$ cat src/rtl/serial_adder_pkg.sv
// serial_adder_pkg: shared types and defaults for the bit-serial adder word driver.
`default_nettype none

package serial_adder_pkg;

  typedef enum logic [1:0] {
    IDLE  = 2'd0,
    SHIFT = 2'd1,
    FLUSH = 2'd2,
    HOLD  = 2'd3
  } state_t;

  localparam int SERIAL_ADDER_DEFAULT_W = 8;

endpackage

`default_nettype wire

$ cat src/rtl/lsb_first_shift_reg.sv
// lsb_first_shift_reg: W-bit right-shifting register, usable as PISO (LSB out) or SIPO (MSB in).
`default_nettype none

module lsb_first_shift_reg #(
  parameter int W = 8
) (
  input  logic         clk,
  input  logic         rst,
  input  logic         load,
  input  logic         shift,
  input  logic [W-1:0] load_data,
  input  logic         serial_in,
  output logic         serial_out,
  output logic [W-1:0] parallel_out
);

  logic [W-1:0] data_q;
  logic [W-1:0] shifted;

  generate
    if (W == 1) begin : g_single_bit
      assign shifted = serial_in;
    end else begin : g_multi_bit
      assign shifted = {serial_in, data_q[W-1:1]};
    end
  endgenerate

  always_ff @(posedge clk) begin
    if (rst) begin
      data_q <= '0;
    end else if (load) begin
      data_q <= load_data;
    end else if (shift) begin
      data_q <= shifted;
    end
  end

  assign serial_out   = data_q[0];
  assign parallel_out = data_q;

endmodule

`default_nettype wire

$ cat src/rtl/serial_adder_word_driver.sv
// serial_adder_word_driver: streams W-bit operand pairs LSB-first into a bit-serial adder
// and returns the W-bit sum plus carry-out, using one zero flush bit per word.
`default_nettype none

module serial_adder_word_driver
  import serial_adder_pkg::*;
#(
  parameter int W = SERIAL_ADDER_DEFAULT_W
) (
  input  logic         clk,
  input  logic         rst,
  input  logic         s_valid,
  output logic         s_ready,
  input  logic [W-1:0] s_a,
  input  logic [W-1:0] s_b,
  output logic         ser_a,
  output logic         ser_b,
  input  logic         ser_sum,
  output logic         m_valid,
  input  logic         m_ready,
  output logic [W-1:0] m_sum,
  output logic         m_carry
);

  localparam int CNT_W = (W > 1) ? $clog2(W) : 1;
  localparam logic [CNT_W-1:0] LAST_BIT = CNT_W'(W - 1);

  state_t           state;
  state_t           state_next;
  logic [CNT_W-1:0] bit_cnt;
  logic             accept;
  logic             shifting;
  logic             flushing;
  logic             carry_q;

  logic [W-1:0]     unused_a_par;
  logic [W-1:0]     unused_b_par;
  logic             unused_sum_lsb;

  always_ff @(posedge clk) begin
    if (rst) begin
      state <= IDLE;
    end else begin
      state <= state_next;
    end
  end

  always_comb begin
    state_next = state;
    case (state)
      IDLE:    if (s_valid)             state_next = SHIFT;
      SHIFT:   if (bit_cnt == LAST_BIT) state_next = FLUSH;
      FLUSH:                            state_next = HOLD;
      HOLD:    if (m_ready)             state_next = IDLE;
      default:                          state_next = IDLE;
    endcase
  end

  always_comb begin
    s_ready  = 1'b0;
    m_valid  = 1'b0;
    shifting = 1'b0;
    flushing = 1'b0;
    case (state)
      IDLE:    s_ready  = 1'b1;
      SHIFT:   shifting = 1'b1;
      FLUSH:   flushing = 1'b1;
      HOLD:    m_valid  = 1'b1;
      default: s_ready  = 1'b0;
    endcase
  end

  assign accept = s_ready & s_valid;

  always_ff @(posedge clk) begin
    if (rst) begin
      bit_cnt <= '0;
      carry_q <= 1'b0;
    end else if (accept) begin
      bit_cnt <= '0;
      carry_q <= 1'b0;
    end else if (shifting) begin
      bit_cnt <= bit_cnt + 1'b1;
    end else if (flushing) begin
      carry_q <= ser_sum;
    end
  end

  // Operand registers shift in zeros, so after W shifts (and in reset) their LSB is 0:
  // ser_a/ser_b come straight from a flop and are already 0 in FLUSH, HOLD and IDLE.
  lsb_first_shift_reg #(.W(W)) u_a_reg (
    .clk          (clk),
    .rst          (rst),
    .load         (accept),
    .shift        (shifting),
    .load_data    (s_a),
    .serial_in    (1'b0),
    .serial_out   (ser_a),
    .parallel_out (unused_a_par)
  );

  lsb_first_shift_reg #(.W(W)) u_b_reg (
    .clk          (clk),
    .rst          (rst),
    .load         (accept),
    .shift        (shifting),
    .load_data    (s_b),
    .serial_in    (1'b0),
    .serial_out   (ser_b),
    .parallel_out (unused_b_par)
  );

  lsb_first_shift_reg #(.W(W)) u_sum_reg (
    .clk          (clk),
    .rst          (rst),
    .load         (accept),
    .shift        (shifting),
    .load_data    ({W{1'b0}}),
    .serial_in    (ser_sum),
    .serial_out   (unused_sum_lsb),
    .parallel_out (m_sum)
  );

  assign m_carry = carry_q;

endmodule

`default_nettype wire
$ cat config.mk
export PLATFORM = sky130hd
export DESIGN_NAME = serial_adder_word_driver
export DESIGN_NICKNAME = d
export VERILOG_FILES = /design/src/rtl/serial_adder_pkg.sv /design/src/rtl/lsb_first_shift_reg.sv /design/src/rtl/serial_adder_word_driver.sv
export SDC_FILE = /design/constraint.sdc
export NUM_CORES = 1
export LEC_CHECK = 0
export CORE_ASPECT_RATIO = 0.6
export CORE_MARGIN = 3
export CORE_UTILIZATION = 42
export DETAILED_ROUTE_END_ITERATION = 7
export PLACE_DENSITY = 0.71
export REMOVE_ABC_BUFFERS = 1
export SYNTH_ARGS = -nofsm -noshare
export SYNTH_HDL_FRONTEND = slang
export SYNTH_HIERARCHICAL = 1
export SYNTH_SLANG_ARGS = --single-unit
export TNS_END_PERCENT = 50
$ cat constraint.sdc
create_clock -name clk -period 3.1 [get_ports clk]
set_input_delay 0.62 -clock clk [delete_from_list [all_inputs] [get_ports clk]]
set_output_delay 0.62 -clock clk [all_outputs]
set_load 0.02 [all_outputs]
Word level (Yosys, flattened, before mapping)
Index checks and enable logic that the tools add are counted.

Register bits after elaboration: 30.

Bitwise operators: 2. Reduce and logical (&&, ||, !) cells: 5. Eq/ne operators: 7. Multiplexer cells: 12. $add $sub $neg: 1.

Operator list (count): 2-to-1 mux 8 bit (4); case mux 2 bit (4 select lines) (1); 2-to-1 mux 2 bit (3); != test 2 bit, second input constant (3); equality test 2 bit, second input constant (2); 2-to-1 mux 1 bit (4); adder 3 x 1 -> 3 bit, second input constant (1); equality test 3 bit, second input constant (1); AND reduction 3 bit (1); equality test 2 x 1 -> 1 bit, second input constant (1); zero test 2 bit (1); AND reduction 2 bit (1); nonzero test 2 bit (1); OR reduction 2 bit (1); AND 1 bit (1); NOT 1 bit (1).

Depth between registers and ports, before layout
Gate-level depths: netlist of run 1.

Word-level depth: 4. Gate-level depth with buffers: 5. Mapped depth without buffers: 5.

Cells and area by module
The synthesis of run 1 kept the hierarchy.

Modules (own cells, without submodules): lsb_first_shift_reg (times used 3, cells an instance 36, area each 376.6 um^2); serial_adder_word_driver (times used 1, cells an instance 35, area each 344.1 um^2).

Worst setup path before layout of run 1
No wires, ideal clock.

Path type: register to register. Start point: register state[0]. End point: register u_a_reg.data_q[0], in the netlist u_a_reg/parallel_out[0]. Path slack: 1510 ps. Buffers on the path: 0. Data arrival time: 1505 ps. Period minus slack after synthesis: 1590 ps. Stages on the path, launching flop included: 6. Required time: 3014 ps. Cells stage by stage: dfxtp_1 -> inv_1 -> ha_1 -> and2_1 -> inv_2 -> a211oi_1.

Cells in the longest elaborated chain, start to end: 4.

RTL lines: from (decl) (RTL line serial_adder_word_driver.sv:28) `state_t state;`; from (signal assigned) (RTL line serial_adder_word_driver.sv:44) `state <= state_next;`; zero test 2 bit (*) (RTL line serial_adder_word_driver.sv:64) `case (state)`; 2-to-1 mux 1 bit (*) (RTL line serial_adder_word_driver.sv:64); named net s_ready (RTL line serial_adder_word_driver.sv:13) `output logic s_ready,`; AND 1 bit (*) (RTL line serial_adder_word_driver.sv:73) `assign accept = s_ready & s_valid;`; named net accept (RTL line serial_adder_word_driver.sv:31) `logic accept;`; 2-to-1 mux 8 bit or nonzero test 2 bit (tied branches); to (signal assigned) (RTL line lsb_first_shift_reg.sv:32) `data_q <= load_data;`; to (signal assigned) (RTL line lsb_first_shift_reg.sv:34) `data_q <= shifted;`; to (decl) (RTL line lsb_first_shift_reg.sv:17) `logic [W-1:0] data_q;`.

Mark *: on every way through the listed nets, which the timed path passes. The rest lies on a longest branch. A chain may end at the register's enable or synchronous reset.

Final worst setup path of run 1
Start point: register state[0]. End point: output port s_ready.

Cells in the longest elaborated chain, start to end: 2.

RTL lines (RTL line): zero test 2 bit (serial_adder_word_driver.sv:64); 2-to-1 mux 1 bit (serial_adder_word_driver.sv:64); to (decl) (serial_adder_word_driver.sv:13).

Every way passes these cells.

==> results.md, run 1 <==
Logic synthesis:
- Yosys printed 6 warnings.
- Synthesis produced 141 cells.
- The cell area after synthesis is 1460 µm².
- Averaged over all synthesized cells, the footprint is 10.3 µm².

Setup path:
- The required arrival time at the worst endpoint is 2.48 ns.
- The critical register-to-register path startpoint is state[1].
- Tracing the worst setup path back leads to its startpoint at state[0].
- The reg-to-reg setup timing slack is 1.16 ns.
- The path depth of the worst reg2reg path is 5.
- The critical path arrival is 1.54 ns.
- The kind of critical path is reg2out.
- The worst setup path is launched from a flip-flop.
- The worst setup path is captured at an output pin.
- Of all nets on the critical path, the largest fanout is 4.
- The terminus of the critical flop-to-flop path is u_a_reg/parallel_out[3].

Global routing:
- The global routing usage summed across all routing layers is 17.0%.
- The largest net degree at the start of global routing is 29.
- The first-pass GRT wire length is 5.23 mm.
- The number of global-route vias before repair is 1,057.
- The total overflow left after global routing is 0.
- The number of antenna violations at the first check in global routing is 0.

Die:
- The initial standard-cell utilization of the core is 47.4%.
- The height of the die is 51.7 µm.
- The area of the core is 3080 µm².
- The die width is 82.1 µm.
- After floorplanning, the core was divided into 15 placement rows.
- The area of the die is 4240 µm².
- During I/O placement, the number of pins put on the boundary was 34.

Timing:
- The number of pins exceeding their max-slew limit in the final report came to 0.
- The final count of hold timing violations is 0.
- The minimum clock period is 2.16 ns.
- Setup slack closes at 0.940 ns.
- The worst pin sits at a relative slew slack of 48.4%.
- The worst clock skew is 0.00477 ns.
- Adding up every negative setup slack in the final design gives 0 ns.
- In the finished design, the share of the clock period the worst path needs comes to 69.7%.
- The maximum operating frequency is 463 MHz.
- Setup repair after global routing left no endpoint under its margin.
- Setup violations remaining at the end of the flow were counted as 0.
- The actual slew at the worst max-slew pin is 0.774 ns.
- The post-route worst hold slack is 0.494 ns.

Drt:
- Summed over all layers, the routed wires come to 3.08 mm.
- The count of routing violations after the opening detailed-route iteration is 47.
- The routed layout has 1,112 vias.
- Dividing the detail-routed wire length by the instance count gives 13.5 µm.
- The remaining antenna violation count is 0.
- The iteration count of the initial detailed-routing pass is 4.
- In the routed design, unresolved DRC markers number 0.
- Using the TritonRoute via totals, the vias-per-cell ratio works out to 4.88.

CTS:
- The clock insertion delay at the later pin of the skew report is 0.28 ns.
- The level count of the clock H-tree is 2.
- The deepest clock path buffer count is 2.
- Counting the buffers created by CTS gives 5.
- The clock tree from TritonCTS is done.
- Gates resized during post-CTS repair numbered 0.
- The number of clock sinks seen by CTS is 30.
- The clock root buffer is sky130_fd_sc_hd__clkbuf_8.
- The count of buffers added by post-CTS timing repair for setup is 0.
- The count of hold buffers inserted by post-cts repair is 0.
- After clock tree synthesis, the clock-pin slew on the worst setup and hold paths is 0.06 ns.

Hold path:
- The worst hold path passes through 2 cells.
- In this run the most critical hold path is launched from m_carry.
- The endpoint of the worst hold path is m_carry.
- The kind of path behind the tightest hold check is reg2reg.

Placed design:
- The estimated wirelength of the detail-placed design is 2.23 mm.
- The number of buffer cells added on primary ports is 33.
- In this run the cell area measured after placement is 1840 µm².
- Timing analysis after detailed placement gives a worst setup slack of 0.755 ns.
- The final RePlAce weighted congestion is 0.771.

Finish:
- 0 antenna diodes ended up in the layout.
- The post-route standard cell area excluding fillers is 1930 µm².
- Of the cells placed in the final design, the portion with a size suffix greater than 1 is 7.53%.
- At the end of the flow, the number of nets in the layout was 212.
- The layout overhead on the synthesized area is 32.2%.
- Counting the fill cells in the layout gives 272.
- The final standard cell utilization of the core is 62.7%.

Pwr:
- For this design the static power due to leakage is 0.746 nW.
- Power spread over the standard cell area amounts to 875 nW/µm².
- The worst-case vdd ir drop is 447 µV.

Run:
- Across the run, the number of max-cap violations was 0.

Outcome:
- The flow ran to the end, and the final reports show no timing, DRC or antenna violations.
==> how the worst max path moves through the flow <==
stage                                endpoint  slack (ns)  cells after the start
detailed placement    u_a_reg/parallel_out[6]        0.75                      4
CTS                                   s_ready        0.93                      3
finish                                s_ready        0.94                      3
global route                          s_ready        0.84                      3
floorplan                            state[0]        1.03                      5
global placement    u_sum_reg/parallel_out[7]        0.88                      4
==> state kept, by name, indices dropped and copies added, names as in the netlist <==
name / count
m_carry: 1
bit_cnt: 3
u_b_reg/parallel_out: 8
state: 2
u_a_reg/parallel_out: 8
u_sum_reg/parallel_out: 8
==> layer usage <==
metal	track usage, %	wire, µm	vias up
li1	-	-	579
met2	23.6	1270	28
met4	8.29	56	0
met1	23.2	1580	499
met3	5.71	169	6
met5	0	0	-
==> layout by cell type (no fill, tap or decap), drive strengths merged <==
cell,instances
nor2,4
or2,1
or4,1
o211a,1
conb,10
clkinv,1
and2b,1
mux2i,28
nor2b,26
and2,1
a211oi,24
nor3,1
clkdlybuf4s50,33
dfxtp,30
buf,2
nand2,2
xnor2,1
inv,6
ha,6
clkbuf,7
==> stage by stage <==
| step | total power, W | std cells |
|---|---|---|
| CTS | 0.00170 | 228 |
| detailed placement | 0.00137 | 220 |
| floorplan | 0.00112 | 143 |
| global placement | 0.00134 | 220 |
| global route | 0.00181 | 228 |
| finish | 0.00169 | 228 |
==> report_power, final <==
group / total (W) / internal (W) / switching [W]
sequential: 0.000597 / 0.000512 / 0.0000845
clock: 0.000320 / 0.000179 / 0.000141
combinational: 0.000771 / 0.000387 / 0.000385
==> final cells by class <==
class | count | area [µm²] | share of cell area [%]
clock buffers | 7 | 86.3 | 4.47
clock inverters | 1 | 5.00 | 0.259
inverters | 6 | 22.5 | 1.17
multi-input cells | 107 | 817 | 42.3
flip-flops and latches | 30 | 601 | 31.1
well taps | 42 | 52.6 | 2.72
repair buffers | 35 | 345 | 17.9
==> critical path: stages, from the launching register on <==
cell                              delay (ns)
sky130_fd_sc_hd__dfxtp_1                0.34
sky130_fd_sc_hd__inv_1                  0.09
sky130_fd_sc_hd__ha_1                   0.21
sky130_fd_sc_hd__clkdlybuf4s50_1        0.62
No activity file was read; power rests on OpenSTA's default activity.
==> run 2, diff against run 1 <==
Clock period 3.1 ns to 2.1 ns, I/O delays scaled along.
==> run 2 against run 1 <==
- highest routed layer unchanged
- cell area is 1.2% higher
- hold slack improved by 0.013 ns
- wire length grew 0.36%
- global-route usage is 0.56 points lower
- sequential share of layout area down 0.36 points
- die area unchanged
- sequential cell count did not move
- critical path depth stayed put
- clock power increased by 48%
- combinational power increased by 50%
==> results.md, run 2 (same netlist as run 1, synthesis figures left out) <==
Die:
- The initial standard-cell utilization of the core is 47.4% (unchanged).
- The number of ports placed on the die boundary is 34 (unchanged).
- The height of the die is 51.7 µm (unchanged).
- The area of the core was 3080 µm² (unchanged).
- The die width is 82.1 µm (unchanged).
- The area of the die is 4240 µm² (unchanged).
- The number of placement rows is 15 (unchanged).

Hold path:
- The kind of path behind the tightest hold check is reg2reg (unchanged).
- The startpoint of the most critical hold path is m_carry (unchanged).

Global routing:
- The routing layer with the top usage in global route is met2 (unchanged).
- The global routing usage summed across all routing layers was 16.4% (was 17.0%).
- The number of global-route vias before repair is 1,056 (was 1,057).
- The global routing usage on met3 was 5.19% (was 5.71%).
- The number of antenna violations at the first check in global routing is 0 (unchanged).
- The remaining global-route overflow is 0 (unchanged).
- The first-pass GRT wire length came to 5.13 mm (was 5.23 mm).
- The met1 capacity usage during global routing is 23.2% (about the same).
- The largest net degree at the start of global routing is 29 (unchanged).
- The met2 usage is 24.0% (was 23.6%).

CTS:
- The count of hold buffers inserted by post-cts repair is 0 (unchanged).
- The number of clock sinks seen by CTS came to 30 (unchanged).
- The number of gates resized after CTS is 0 (unchanged).
- The clock insertion delay at the later pin of the skew report was 0.27 ns (was 0.28 ns).
- The clock tree from TritonCTS is done (unchanged).
- The level count of the clock H-tree is 2 (unchanged).
- The clock root buffer is sky130_fd_sc_hd__clkbuf_8 (unchanged).
- The deepest clock path buffer count came to 2 (unchanged).
- The count of buffers added by post-CTS timing repair for setup came to 0 (unchanged).
- The clock-pin slew on the worst setup and hold paths is 0.06 ns (about the same).
- The CTS buffer count is 5 (unchanged).

Setup path:
- The required arrival time at the worst endpoint is 1.68 ns (was 2.48 ns).
- The peak per-stage delay on the critical path was 0.62 ns (about the same).
- The kind of critical path is reg2out (unchanged).
- The kind of launch point of the worst setup path is a flip-flop (unchanged).
- The start point of the critical path is state[1] (was state[0]).
- The kind of capture point of the worst setup path is an output pin (unchanged).
- The top fanout value on the critical path was 4 (unchanged).
- The critical register-to-register path startpoint is state[0] (was state[1]).
- The critical path arrival came to 1.53 ns (was 1.54 ns).
- Cell breakdown of the critical path: inv_1, ha_1, clkdlybuf4s50_1 (unchanged).
- The slowest cell on the critical path is sky130_fd_sc_hd__clkdlybuf4s50_1 (unchanged).

Drt:
- The mean routed wirelength per cell is 13.4 µm (was 13.5 µm).
- The via count normalized by instance count is 4.80 (was 4.88).
- The iteration count of the initial detailed-routing pass came to 4 (unchanged).
- The total wire length is 3.09 mm (was 3.08 mm).
- The remaining antenna violation count came to 0 (unchanged).
- The detailed-route via count is 1,109 (was 1,112).
- The number of remaining DRC errors came to 0 (unchanged).
- The count of routing violations after the opening detailed-route iteration came to 37 (was 47).

Placed design:
- The final RePlAce weighted congestion is 0.756 (was 0.771).
- The number of placed instances with taps included is 223 (was 220).
- The cell area after placement came to 1860 µm² (was 1840 µm²).
- The number of buffer cells added on primary ports is 33 (unchanged).
- The estimated wirelength of the detail-placed design is 2.34 mm (was 2.23 mm).

Finish:
- The post-route standard cell area excluding fillers is 1950 µm² (was 1930 µm²).
- The layout overhead on the synthesized area is 33.8% (was 32.2%).
- The most frequent standard cell in the layout excluding fill and tap cells is sky130_fd_sc_hd__clkdlybuf4s50_1 (unchanged).
- Commonest non-fill, non-tap cells in the layout: sky130_fd_sc_hd__clkdlybuf4s50_1, sky130_fd_sc_hd__dfxtp_1, sky130_fd_sc_hd__mux2i_1 (unchanged).
- The post-layout instance count excluding filler cells is 231 (was 228).
- The number of nets in the final layout came to 215 (was 212).
- The count of inserted antenna diode cells is 0 (unchanged).
- The fraction of final layout cells with drive strength greater than 1 is 8.99% (was 7.53%).
- The total of fill cells in the finished design is 273 (was 272).
- The final standard cell utilization of the core is 63.4% (was 62.7%).

Timing:
- The final setup TNS came to 0 ns (unchanged).
- The number of setup violations in the final report is 0 (unchanged).
- Unrepaired setup endpoints after global routing: false (unchanged).
- The number of pins exceeding their max-slew limit in the final report is 0 (unchanged).
- The final count of hold timing violations is 0 (unchanged).
- The worst path in the final design needs a cycle of 1.95 ns, including I/O delays and setup.
- Timing would allow up to 513 MHz.
- The worst clock skew is 0.00470 ns (was 0.00477 ns).
- The post-route clock period utilization is 92.7%.

Pwr:
- The cell leakage power came to 0.761 nW (was 0.746 nW).
- The worst-case vdd ir drop is 576 µV (was 447 µV).
- The power density normalized to cell area was 1290 nW/µm² (was 875 nW/µm²).

Outcome:
- Outcome: finished, final reports clean (unchanged).

Run:
- The total of max-cap violations is 0 (unchanged).
run 2: cell types whose count changed in the layout (fill, tap and decap cells not counted):
cell | before | now
sky130_fd_sc_hd__buf_4 | 2 | 5
run 2: worst paths after layout:
path	end	slack, ns	cells past startpoint
worst max-delay path	s_ready	0.15	3
worst min-delay path	m_carry	0.51	2
worst max register to register	bit_cnt[2]	0.51	6
worst min register to register	m_carry	0.51	2
run 2: power breakdown:
group          total (W)  switching, W  leakage (nW)  internal [W]
Sequential      0.000878      0.000122         0.248      0.000756
Clock           0.000473      0.000209        0.0482      0.000264
Combinational    0.00116      0.000573         0.465      0.000585
run 2: per-layer routing:
metal	vias to the layer above	wire length, µm
met5	-	0
met4	0	13
met3	2	182
met2	32	1330
met1	494	1570
li1	581	-
run 2: layout make-up:
| cell class | count | area, µm² | area share [%] |
|---|---|---|---|
| Multi-Input combinational cell | 107 | 817 | 41.9 |
| Tap cell | 42 | 52.6 | 2.69 |
| Clock buffer | 7 | 86.3 | 4.42 |
| Sequential cell | 30 | 601 | 30.8 |
| Inverter | 6 | 22.5 | 1.15 |
| Clock inverter | 1 | 5.00 | 0.256 |
| Timing Repair Buffer | 38 | 368 | 18.8 |
run 2: stage by stage:
step	setup WS, ns	hold slack (ns)	power, W
final	0.152	0.507	0.00251
after global routing	0.0853	0.524	0.00268
after CTS	0.140	0.504	0.00253
after detailed placement	0.276	0.489	0.00205
after global placement	0.414	0.478	0.00200
after floorplan	0.0264	0.465	0.00166
run 2: critical path, delay by kind of cell (launching register included):
family | cells | cell delay [ns]
flip-flops | 1 | 0.34
adder cells (fa/ha/maj) | 1 | 0.20
buffers and inverters | 2 | 0.71
